<file path="src/rtl/exe_mdu_seq_pkg.sv">
// Shared defines for the RV64M multiply/divide sequencer: op codes, FSM states, widths, helpers.
package exe_mdu_seq_pkg;

    localparam int unsigned MDU_XLEN  = 64;
    localparam int unsigned MDU_N64   = 64;
    localparam int unsigned MDU_N32   = 32;
    localparam int unsigned MDU_CNT_W = 7;

    typedef enum logic [3:0] {
        OP_MUL    = 4'd0,
        OP_MULH   = 4'd1,
        OP_MULHSU = 4'd2,
        OP_MULHU  = 4'd3,
        OP_DIV    = 4'd4,
        OP_DIVU   = 4'd5,
        OP_REM    = 4'd6,
        OP_REMU   = 4'd7,
        OP_MULW   = 4'd8,
        OP_DIVW   = 4'd9,
        OP_DIVUW  = 4'd10,
        OP_REMW   = 4'd11,
        OP_REMUW  = 4'd12
    } mdu_op_e;

    typedef enum logic [3:0] {
        ST_IDLE  = 4'b0001,
        ST_CALC  = 4'b0010,
        ST_FIXUP = 4'b0100,
        ST_DONE  = 4'b1000
    } mdu_state_e;

    // 32-bit word ops run half the iterations and sign-extend their result
    function automatic logic is_w_op(input mdu_op_e op);
        return op inside {OP_MULW, OP_DIVW, OP_DIVUW, OP_REMW, OP_REMUW};
    endfunction

    // Ops that return the quotient
    function automatic logic is_quo_op(input mdu_op_e op);
        return op inside {OP_DIV, OP_DIVU, OP_DIVW, OP_DIVUW};
    endfunction

    // Ops that return the remainder
    function automatic logic is_rem_op(input mdu_op_e op);
        return op inside {OP_REM, OP_REMU, OP_REMW, OP_REMUW};
    endfunction

    function automatic logic [MDU_XLEN-1:0] sext32(input logic [31:0] v);
        return {{(MDU_XLEN-32){v[31]}}, v};
    endfunction

endpackage

</file>
<file path="src/rtl/exe_mdu_seq_if.sv">
// Decode-to-MDU issue handshake and MDU-to-writeback result handshake.
interface exe_mdu_seq_if
    import exe_mdu_seq_pkg::*;
#(
    parameter int unsigned XLEN = MDU_XLEN
) ();

    logic            in_valid;
    logic            in_ready;
    mdu_op_e         op;
    logic [XLEN-1:0] src1;
    logic [XLEN-1:0] src2;
    logic            flush;
    logic            out_valid;
    logic            out_ready;
    logic [XLEN-1:0] result;
    logic            busy;

    // Pipeline side: issues ops, consumes results
    modport master (
        output in_valid, op, src1, src2, flush, out_ready,
        input  in_ready, out_valid, result, busy
    );

    // MDU side
    modport slave (
        input  in_valid, op, src1, src2, flush, out_ready,
        output in_ready, out_valid, result, busy
    );

endinterface

</file>
<file path="src/rtl/mdu_iter_dp.sv">
// One-bit-per-cycle datapath shared by the shift-add multiplier and restoring divider.
// Multiply: {hi,lo} is the 128-bit product register, lo starts as the multiplier, opa is the multiplicand.
// Divide:   hi is the partial remainder, lo shifts the dividend out and the quotient in, opa is the divisor.
module mdu_iter_dp #(
    parameter int unsigned XLEN = 64
) (
    input  logic            clk,
    input  logic            rst,
    input  logic            load,
    input  logic            step,
    input  logic            mode_div,
    input  logic [XLEN-1:0] opa_init,
    input  logic [XLEN-1:0] lo_init,
    output logic [XLEN-1:0] hi,
    output logic [XLEN-1:0] lo
);

    logic [XLEN-1:0] opa_q;
    logic [XLEN:0]   mul_sum;
    logic [XLEN:0]   div_sh;
    logic [XLEN-1:0] div_diff;
    logic            div_ge;

    // Per-iteration add (multiply) and trial subtract (divide)
    always_comb begin
        mul_sum  = {1'b0, hi} + (lo[0] ? {1'b0, opa_q} : '0);
        div_sh   = {hi, lo[XLEN-1]};
        div_ge   = div_sh >= {1'b0, opa_q};
        div_diff = div_sh[XLEN-1:0] - opa_q;
    end

    // Operand load and one shift step per cycle
    always_ff @(posedge clk) begin
        if (rst) begin
            opa_q <= '0;
            hi    <= '0;
            lo    <= '0;
        end else if (load) begin
            opa_q <= opa_init;
            hi    <= '0;
            lo    <= lo_init;
        end else if (step) begin
            if (mode_div) begin
                hi <= div_ge ? div_diff : div_sh[XLEN-1:0];
                lo <= {lo[XLEN-2:0], div_ge};
            end else begin
                hi <= mul_sum[XLEN:1];
                lo <= {mul_sum[0], lo[XLEN-1:1]};
            end
        end
    end

endmodule

</file>
<file path="src/rtl/exe_mdu_seq.sv">
// Execute-stage RV64M sequencer: handshake, operand prep, special cases, iteration control, fix-up.
module exe_mdu_seq
    import exe_mdu_seq_pkg::*;
#(
    parameter int unsigned XLEN = MDU_XLEN  // only 64 is supported
) (
    input logic          clk,
    input logic          rst,
    exe_mdu_seq_if.slave bus
);

    localparam logic [XLEN-1:0] MIN_NEG = {1'b1, {(XLEN-1){1'b0}}};

    mdu_state_e           state_q;
    logic [MDU_CNT_W-1:0] cnt_q;
    mdu_op_e              op_q;
    logic                 neg_q;
    logic [XLEN-1:0]      result_q;
    logic                 out_valid_q;
    logic                 busy_q;
    logic                 in_ready_q;

    logic            is_w, signed_a, signed_b, s1, s2, div_c, rem_c;
    logic            neg_c, dz, ovf, special, accept;
    logic [XLEN-1:0] a_ext, b_ext, mag_a, mag_b, dividend_w, special_val;
    logic [XLEN-1:0] dp_opa_init, dp_lo_init, dp_hi, dp_lo;
    logic [XLEN-1:0] quo, rem, fix_val;
    logic [2*XLEN-1:0] prod;

    // Operand prep, sign capture and special-case detection for the op on the input port
    always_comb begin
        is_w     = is_w_op(bus.op);
        rem_c    = is_rem_op(bus.op);
        div_c    = is_quo_op(bus.op) | rem_c;
        signed_a = bus.op inside {OP_MULH, OP_MULHSU, OP_DIV, OP_REM, OP_DIVW, OP_REMW};
        signed_b = bus.op inside {OP_MULH, OP_DIV, OP_REM, OP_DIVW, OP_REMW};
        if (is_w) begin
            a_ext = signed_a ? sext32(bus.src1[31:0]) : {{(XLEN-32){1'b0}}, bus.src1[31:0]};
            b_ext = signed_b ? sext32(bus.src2[31:0]) : {{(XLEN-32){1'b0}}, bus.src2[31:0]};
        end else begin
            a_ext = bus.src1;
            b_ext = bus.src2;
        end
        s1    = signed_a & a_ext[XLEN-1];
        s2    = signed_b & b_ext[XLEN-1];
        mag_a = s1 ? -a_ext : a_ext;
        mag_b = s2 ? -b_ext : b_ext;
        case (bus.op)
            OP_MULH, OP_DIV, OP_DIVW: neg_c = s1 ^ s2;
            OP_MULHSU, OP_REM, OP_REMW: neg_c = s1;
            default: neg_c = 1'b0;
        endcase
        dividend_w = is_w ? sext32(bus.src1[31:0]) : bus.src1;
        dz  = div_c && (b_ext == '0);
        ovf = div_c && signed_b && (b_ext == '1)
              && (is_w ? (bus.src1[31:0] == 32'h8000_0000) : (bus.src1 == MIN_NEG));
        special = dz | ovf;
        if (dz) begin
            special_val = rem_c ? dividend_w : '1;
        end else begin
            special_val = rem_c ? '0 : dividend_w;
        end
        // W divides pre-shift the 32-bit dividend to the top so 32 steps suffice
        dp_opa_init = div_c ? mag_b : mag_a;
        dp_lo_init  = div_c ? (is_w ? {mag_a[31:0], 32'h0} : mag_a) : mag_b;
        accept      = bus.in_valid && in_ready_q && !bus.flush;
    end

    mdu_iter_dp #(.XLEN(XLEN)) u_dp (
        .clk      (clk),
        .rst      (rst),
        .load     (accept && !special),
        .step     (state_q == ST_CALC),
        .mode_div (is_quo_op(op_q) | is_rem_op(op_q)),
        .opa_init (dp_opa_init),
        .lo_init  (dp_lo_init),
        .hi       (dp_hi),
        .lo       (dp_lo)
    );

    // Sign fix-up and result select from the finished datapath registers
    always_comb begin
        prod = {dp_hi, dp_lo};
        if (neg_q) begin
            prod = -prod;
        end
        quo = neg_q ? -dp_lo : dp_lo;
        rem = neg_q ? -dp_hi : dp_hi;
        case (op_q)
            OP_MUL:                       fix_val = prod[XLEN-1:0];
            OP_MULH, OP_MULHSU, OP_MULHU: fix_val = prod[2*XLEN-1:XLEN];
            OP_MULW:                      fix_val = sext32(dp_lo[63:32]);
            OP_DIV, OP_DIVU:              fix_val = quo;
            OP_REM, OP_REMU:              fix_val = rem;
            OP_DIVW, OP_DIVUW:            fix_val = sext32(quo[31:0]);
            OP_REMW, OP_REMUW:            fix_val = sext32(rem[31:0]);
            default:                      fix_val = '0;
        endcase
    end

    // Sequencer FSM with registered handshake outputs; flush kills any in-flight op
    always_ff @(posedge clk) begin
        if (rst) begin
            state_q     <= ST_IDLE;
            cnt_q       <= '0;
            op_q        <= OP_MUL;
            neg_q       <= 1'b0;
            result_q    <= '0;
            out_valid_q <= 1'b0;
            busy_q      <= 1'b0;
            in_ready_q  <= 1'b1;
        end else if (state_q != ST_IDLE && bus.flush) begin
            state_q     <= ST_IDLE;
            cnt_q       <= '0;
            out_valid_q <= 1'b0;
            busy_q      <= 1'b0;
            in_ready_q  <= 1'b1;
        end else begin
            case (state_q)
                ST_IDLE: begin
                    if (accept) begin
                        op_q       <= bus.op;
                        neg_q      <= neg_c;
                        busy_q     <= 1'b1;
                        in_ready_q <= 1'b0;
                        if (special) begin
                            result_q    <= special_val;
                            out_valid_q <= 1'b1;
                            state_q     <= ST_DONE;
                        end else begin
                            cnt_q   <= is_w ? MDU_CNT_W'(MDU_N32) : MDU_CNT_W'(MDU_N64);
                            state_q <= ST_CALC;
                        end
                    end
                end
                ST_CALC: begin
                    cnt_q <= cnt_q - MDU_CNT_W'(1);
                    if (cnt_q == MDU_CNT_W'(1)) begin
                        state_q <= ST_FIXUP;
                    end
                end
                ST_FIXUP: begin
                    result_q    <= fix_val;
                    out_valid_q <= 1'b1;
                    state_q     <= ST_DONE;
                end
                ST_DONE: begin
                    if (bus.out_ready) begin
                        out_valid_q <= 1'b0;
                        busy_q      <= 1'b0;
                        in_ready_q  <= 1'b1;
                        state_q     <= ST_IDLE;
                    end
                end
                default: state_q <= ST_IDLE;
            endcase
        end
    end

    assign bus.in_ready  = in_ready_q;
    assign bus.out_valid = out_valid_q;
    assign bus.result    = result_q;
    assign bus.busy      = busy_q;

endmodule

</file>
<file path="src/flat_wrapper.sv">
// flat-port wrapper written by rule: the top's interface ports become plain ports
module exe_mdu_seq_flat import exe_mdu_seq_pkg::*;
#(
    parameter int unsigned XLEN = MDU_XLEN                         
)
  (clk, rst, bus_in_valid, bus_op, bus_src1, bus_src2, bus_flush, bus_out_ready, bus_in_ready, bus_out_valid, bus_result, bus_busy);
  exe_mdu_seq_if #(.XLEN(XLEN)) bus_i ();
  input logic clk;
  input logic rst;
  input wire logic [$bits(bus_i.in_valid)-1:0] bus_in_valid;
  input wire logic [$bits(bus_i.op)-1:0] bus_op;
  input wire logic [$bits(bus_i.src1)-1:0] bus_src1;
  input wire logic [$bits(bus_i.src2)-1:0] bus_src2;
  input wire logic [$bits(bus_i.flush)-1:0] bus_flush;
  input wire logic [$bits(bus_i.out_ready)-1:0] bus_out_ready;
  output wire logic [$bits(bus_i.in_ready)-1:0] bus_in_ready;
  output wire logic [$bits(bus_i.out_valid)-1:0] bus_out_valid;
  output wire logic [$bits(bus_i.result)-1:0] bus_result;
  output wire logic [$bits(bus_i.busy)-1:0] bus_busy;
  assign bus_i.in_valid = bus_in_valid;
  assign bus_i.op = bus_op;
  assign bus_i.src1 = bus_src1;
  assign bus_i.src2 = bus_src2;
  assign bus_i.flush = bus_flush;
  assign bus_i.out_ready = bus_out_ready;
  assign bus_in_ready = bus_i.in_ready;
  assign bus_out_valid = bus_i.out_valid;
  assign bus_result = bus_i.result;
  assign bus_busy = bus_i.busy;
  exe_mdu_seq #(.XLEN(XLEN)) u_core (.clk(clk), .rst(rst), .bus(bus_i));
endmodule
</file>
<file path="config.mk">
export PLATFORM = sky130hd
export DESIGN_NAME = exe_mdu_seq_flat
export DESIGN_NICKNAME = d
export VERILOG_FILES = /design/src/rtl/exe_mdu_seq_pkg.sv /design/src/rtl/exe_mdu_seq_if.sv /design/src/rtl/mdu_iter_dp.sv /design/src/rtl/exe_mdu_seq.sv /design/src/flat_wrapper.sv
export SDC_FILE = /design/constraint.sdc
export NUM_CORES = 2
export LEC_CHECK = 0
export ABC_CLOCK_PERIOD_IN_PS = 4940
export BUFFER_PORTS_ARGS = -buffer_cell sky130_fd_sc_hd__clkbuf_2
export CORE_MARGIN = 3
export CORE_UTILIZATION = 30
export CTS_CLUSTER_DIAMETER = 80
export CTS_CLUSTER_SIZE = 10
export DETAILED_ROUTE_END_ITERATION = 6
export REMOVE_ABC_BUFFERS = 1
export SKIP_CTS_REPAIR_TIMING = 1
export SLEW_MARGIN = 10
export SYNTH_ARGS = -nofsm -noshare
export SYNTH_HDL_FRONTEND = slang
export SYNTH_SLANG_ARGS = --single-unit
</file>
<file path="constraint.sdc">
create_clock -name clk -period 4.94 [get_ports clk]
set_clock_uncertainty 0.15 [all_clocks]
set_input_delay 0.247 -clock clk [delete_from_list [all_inputs] [get_ports clk]]
set_output_delay 0.247 -clock clk [all_outputs]
set_load 0.05 [all_outputs]
</file>
# Word level (Yosys, flattened, before mapping)
# Index checks and enable logic that the tools add are counted.
dict set report word_totals {
  register_bits 275
  latchBits 0
  mem_bits_rw 0
  romBits 0
  input_bits 137
  out_inout_bits 67
  wordCells 149
  n_memories 0
}
dict set report op_classes {
  add_sub_neg 8
  mul 0
  n_div 0
  magnitude_cmp 1
  n_eq_ne 37
  shift 0
  n_mux 46
  bitwise 7
  reduce_logical 39
}
# op count
set ops {}
lappend ops {{$mux W64} 23}
lappend ops {{$pmux W64 S7} 1}
lappend ops {{$neg A64 Y64} 4}
lappend ops {{$eq A64 B64 Y1 const B} 2}
lappend ops {{$mux W128} 1}
lappend ops {{$neg A128 Y128} 1}
lappend ops {{$pmux W64 S2} 1}
lappend ops {{$add A64 B65 Y65} 1}
lappend ops {{$ge A65 B64 Y1} 1}
lappend ops {{$logic_not A64 Y1} 1}
lappend ops {{$sub A64 B64 Y64} 1}
lappend ops {{$eq A4 B4 Y1 const B} 11}
lappend ops {{$eq A4 B3 Y1 const B} 9}
lappend ops {{$eq A32 B32 Y1 const B} 1}
lappend ops {{$mux W7} 3}
lappend ops {{$eq A4 B2 Y1 const B} 4}
lappend ops {{$mux W4} 4}
lappend ops {{$pmux W4 S4} 1}
lappend ops {{$reduce_bool A4 Y1} 4}
lappend ops {{$pmux W7 S2} 1}
lappend ops {{$eq A4 B1 Y1 const B} 3}
lappend ops {{$reduce_and A3 Y1} 4}
lappend ops {{$reduce_or A2 Y1} 6}
lappend ops {{$reduce_bool A5 Y1} 2}
lappend ops {{20 further kinds} 48}

# Depth between registers and ports, before layout
dict set report logic_depth {
  word_depth 11
  depth_mapped 16
  mapped_depth_nobuf 13
}

# Modules after synthesis
# Synthesis repeated with hierarchy kept, for this count alone.
dict set report hier_totals {
  hier_cells 4864
  hier_area_um2 33724.8
}
# mod n_inst cells_each area_per_inst_um2 seq_area_each_um2
set modules_own_cells {}
lappend modules_own_cells {mdu_iter_dp 1 2291 17048.9 3843.7}
lappend modules_own_cells {exe_mdu_seq 1 2573 16676.0 1661.6}

# Least setup slack after synthesis
# Ideal clock, no wire load.
dict set report synth_path {
  path_type {reg2reg}
  start {register u_core.u_dp.lo[0]}
  end {register u_core.u_dp.hi[59]}
  setup_time_ps 117
  arrival_ps 3713
  required_ps 4673
  path_slack_ps 960
  path_stages_with_launch 17
  n_path_buf 3
  period_less_slack_ps 3980
  cell_sequence {dfxtp_1 -> inv_1 -> clkbuf_1 -> clkbuf_1 -> nor2_1 -> ha_1 -> clkbuf_1 -> nand4_1 -> nor3_1 -> a22oi_1 -> o221ai_1 -> o21ai_0 -> o221ai_1 -> a41oi_1 -> nor4_1 -> o22ai_1 -> a32o_1}
}
dict set report synth_between {
  elab_chain_cells 3
}
# item line_no
set synth_lines {}
lappend synth_lines {{from (decl)} mdu_iter_dp.sv:15} ;# output logic [XLEN-1:0] lo
lappend synth_lines {{from (signal assigned)} mdu_iter_dp.sv:41} ;# lo <= lo_init;
lappend synth_lines {{from (signal assigned)} mdu_iter_dp.sv:45} ;# lo <= {lo[XLEN-2:0], div_ge};
lappend synth_lines {{from (signal assigned)} mdu_iter_dp.sv:48} ;# lo <= {mul_sum[0], lo[XLEN-1:1]};
lappend synth_lines {{$mux W64} mdu_iter_dp.sv:26} ;# mul_sum = {1'b0, hi} + (lo[0] ? {1'b0, opa_q} : '0);
lappend synth_lines {{$add A64 B65 Y65} mdu_iter_dp.sv:26}
lappend synth_lines {{$mux W64} mdu_iter_dp.sv:43} ;# if (mode_div) begin
lappend synth_lines {{to (signal assigned)} mdu_iter_dp.sv:44} ;# hi <= div_ge ? div_diff : div_sh[XLEN-1:0];
lappend synth_lines {{to (signal assigned)} mdu_iter_dp.sv:47} ;# hi <= mul_sum[XLEN:1];
lappend synth_lines {{to (decl)} mdu_iter_dp.sv:14} ;# output logic [XLEN-1:0] hi,
# No other way between the ends.
# A chain may end at the register's enable or synchronous reset.

# Worst setup path in the final report
dict set report layout_path {
  start {register u_core.u_dp.lo[57]}
  end {register u_core.result_q[51], in the netlist u_core.bus.result[51]}
}
dict set report layout_between {
  elab_chain_cells 4
}
# item line_no
set layout_lines {}
lappend layout_lines {{$neg A128 Y128} exe_mdu_seq.sv:85} ;# prod = -prod;
lappend layout_lines {{$mux W128} exe_mdu_seq.sv:84} ;# if (neg_q) begin
lappend layout_lines {{$pmux W64 S7} exe_mdu_seq.sv:89} ;# case (op_q)
lappend layout_lines {{$pmux W64 S2} exe_mdu_seq.sv:119} ;# case (state_q)
lappend layout_lines {{to (signal assigned)} exe_mdu_seq.sv:127} ;# result_q <= special_val;
lappend layout_lines {{to (signal assigned)} exe_mdu_seq.sv:143} ;# result_q <= fix_val;
lappend layout_lines {{to (decl)} exe_mdu_seq.sv:18} ;# logic [XLEN-1:0] result_q;
# No other way between the ends.

==> results.sh <==
export IMPL_outcome="complete, but fails checks"
export IMPL_violations="DRC, hold timing"
export IMPL_htreeDepth=2
export IMPL_setup_viol=0
export IMPL_drt_pass1_iterations=7
export IMPL_yosys_warnings=0
export IMPL_antenna_left=0
export IMPL_synth_edf_count=0
export IMPL_gp_congestion=1.01
export IMPL_whs_endpoint="u_core.bus.result[29]"
export IMPL_synth_top_area_share_pct=17.1
export IMPL_hold_path_depth=3
export IMPL_max_slew_margin_pct=4.73
export IMPL_critPathRequiredTime_ps=5200
export IMPL_drc=9
export IMPL_setup_tns_ps=0
export IMPL_drtIter0Drc=5466
export IMPL_grt_start_max_net_pins=123
export IMPL_die_y_um=334
export IMPL_dr_total_vias=39400
export IMPL_hpwl_um=131000
export IMPL_slew_viol_final=0
export IMPL_clockBufferDepth=3
export IMPL_hold_viol_final=3
export IMPL_ys_ff_latch=275
export IMPL_rows=119
export IMPL_grt_usage_pct=28.5
export IMPL_reg2reg_from="u_core.u_dp.lo[57]"
export IMPL_start_util_pct=30.4
export IMPL_die_area_mm2=0.112
export IMPL_reg2reg_to="u_core.bus.result[51]"
export IMPL_min_path_type="in -> reg"
export IMPL_num_io_pins=204
export IMPL_regToRegSetupSlack_ps=20
export IMPL_period_needed_ps=4920
export IMPL_grt_pass1_vias=35700
export IMPL_clock_sinks=275
export IMPL_tightest_slew_ps=1390
export IMPL_power_density_mw_per_mm2=291
export IMPL_finalCritPeriodShare_pct=99.6
export IMPL_synth_area_mm2=0.0323
export IMPL_synthToLayoutAreaGrowth_pct=13.0
export IMPL_rr_worst_depth=11
export IMPL_fp_dieW_um=334
export IMPL_wl_per_cell_um=26.7
export IMPL_grt_pass1_wl_um=242000
export IMPL_ir_drop_mv=0.199
export IMPL_synth_cell_types=96
export IMPL_root_buffer="clkbuf_16"
export IMPL_synthTopCellsByArea="dfxtp_1 17%, a21oi_1 7.4%, nand2_1 7.2%"
export IMPL_hp_start="bus_src1[29]"
export IMPL_dpl_cell_count=6232
export IMPL_ys_flop_type="dfxtp_1"
export IMPL_arrival_ps=5180
export IMPL_p_leak_nw=14.1
export IMPL_cts_clk_slew_worst_paths_ps=60
export IMPL_drv_cap=0
export IMPL_ys_top_cells_by_count="619 x nand2_1, 479 x nor2_1, 475 x a21oi_1"
export IMPL_synth_largest_area_cell="dfxtp_1"
export IMPL_clock_latency_ps=590
export IMPL_max_freq_mhz=203
export IMPL_synth_most_common_cell="nand2_1"
export IMPL_drive_gt1_share_pct=11.8
export IMPL_nNetsFinal=5162
export IMPL_holdWs_ps=-18.1
export IMPL_cts_buffers_inserted=36
export IMPL_final_cells=6287
export IMPL_fillers=11700
export IMPL_drt_wl_total_um=168000
export IMPL_cts_tree="done"
export IMPL_worstSetupPathType="reg -> reg"
export IMPL_cp_start_kind="register"
export IMPL_end_kind="register"
export IMPL_vias_per_cell=6.26
export IMPL_core_mm2=0.106
export IMPL_rsz0062_at_grt="no"
export IMPL_fin_util_pct=34.4
export IMPL_critPathMaxFanout=9
export IMPL_async_reset_ff_share_pct=0
export IMPL_syn_avg_cell_area_um2=6.70
export IMPL_ys_seq_area_share_pct=17.1
export IMPL_portBuffers=203
export IMPL_grt_antenna_before_repair=1
export IMPL_diodes=0
export IMPL_finalPower_mw=10.6
export IMPL_grt_overflow_total=0
export IMPL_synth_cells=4820
-- worst max-delay path: stages (launching register included) --
cell	delay, ps
dfxtp_1	430
or4_1	640
nor4_2	390
nand2_1	370
o41ai_4	650
nand3_1	160
xor2_1	170
a2111oi_0	1190
buf_4	270
o221ai_1	150
o21ai_0	120
nor2_1	50
-- cells by family (layout without fill, tap and decap cells) --
kind of cell	count (synthesis)	after routing	synth area share, %
muxes	49	49	1.57
adders and majority gates	145	145	5.61
and+or+nand+nor	1780	1780	25.7
AOI/OAI and AO/OA	1693	1693	34.3
DFF	275	275	17.1
xor gates and xnor gates	342	342	9.28
buffers and inverters	536	612	6.44
-- metal layers --
metal | up-vias | GRT usage, % | wire length (µm)
met5 | - | 0 | 0
li1 | 18000 | - | -
met2 | 2310 | 43.7 | 72100
met3 | 495 | 5.16 | 15800
met4 | 0 | 18.5 | 12900
met1 | 18600 | 36.8 | 67100
-- power breakdown --
| part | switching [mW] | leakage, nW | internal (mW) |
|---|---|---|---|
| clock | 1.13 | 0.481 | 1.31 |
| sequential | 0.260 | 2.24 | 2.38 |
| combinational | 3.73 | 11.4 | 1.81 |
| total | 5.12 | 14.1 | 5.50 |
-- flip-flops by register name (all words and copies together), names as in the netlist --
name and flops:
u_core.u_dp.hi 64, u_core.u_dp.opa_q 64, u_core.u_dp.lo 64, u_core.op_q 4, u_core.state_q 4, u_core.bus.busy 1
u_core.bus.in_ready 1, u_core.bus.result 64, u_core.neg_q 1, u_core.cnt_q 7, u_core.bus.out_valid 1
-- layout by cell type, fill, tap and decap left out, types with 26 or more instances in the layout --
cell type  Yosys  routed
a211oi_1     106     106
a21o_1        65      65
a21oi_1      475     475
a221oi_1      30      30
a311oi_1      31      31
a31oi_1       67      67
and2_1        33      31
and3_1        28      28
buf_4          0     217
clkbuf_16      0      36
clkbuf_2       3     202
dfxtp_1      275     274
ha_1         135     135
inv_1        125     124
mux2i_1       36      36
nand2_1      619     617
nand3_1      118     117
nand4_1       79      79
nor2_1       479     478
nor3_1       133     132
nor4_1        69      68
o211ai_1     113     113
o21ai_0      324     322
o21bai_1      26      26
o221ai_1      48      48
o22ai_1       60      59
o31ai_1       73      73
o41ai_1       44      44
or3_1         57      57
or4_1         37      37
xnor2_1      165     161
xor2_1       177     177
-- how the worst max path moves through the flow --
stage                       start               endpoint  slack (ps)
6_report       u_core.u_dp.lo[57]  u_core.bus.result[51]          20
5_1_grt         u_core.u_dp.lo[0]     u_core.u_dp.hi[55]        0.03
4_1_cts        u_core.u_dp.lo[57]  u_core.bus.result[51]         270
3_5_place_dp   u_core.u_dp.lo[11]  u_core.bus.result[51]         290
3_3_place_gp   u_core.u_dp.lo[11]  u_core.bus.result[51]         280
2_1_floorplan   u_core.state_q[1]     u_core.u_dp.hi[13]       -7790
-- cell type report --
class / count / area, µm² / share of cell area [%]
Tap cell: 1391 / 1740 / 4.77
Sequential cell: 275 / 5510 / 15.1
Inverter: 125 / 469 / 1.29
Multi-Input combinational cell: 4009 / 24800 / 68.0
Timing Repair Buffer: 441 / 2980 / 8.17
Clock buffer: 37 / 905 / 2.48
Clock inverter: 9 / 73.8 / 0.202
-- through the flow --
| stage | instance area, µm² | setup slack [ps] |
|---|---|---|
| finish | 36500 | 17.3 |
| global route | 36500 | 0.0253 |
| CTS | 36400 | 269 |
| detailed placement | 35400 | 288 |
| global placement | 35400 | 277 |
| floorplan | 30700 | -7790 |
Power figures use the tool's default switching activity.
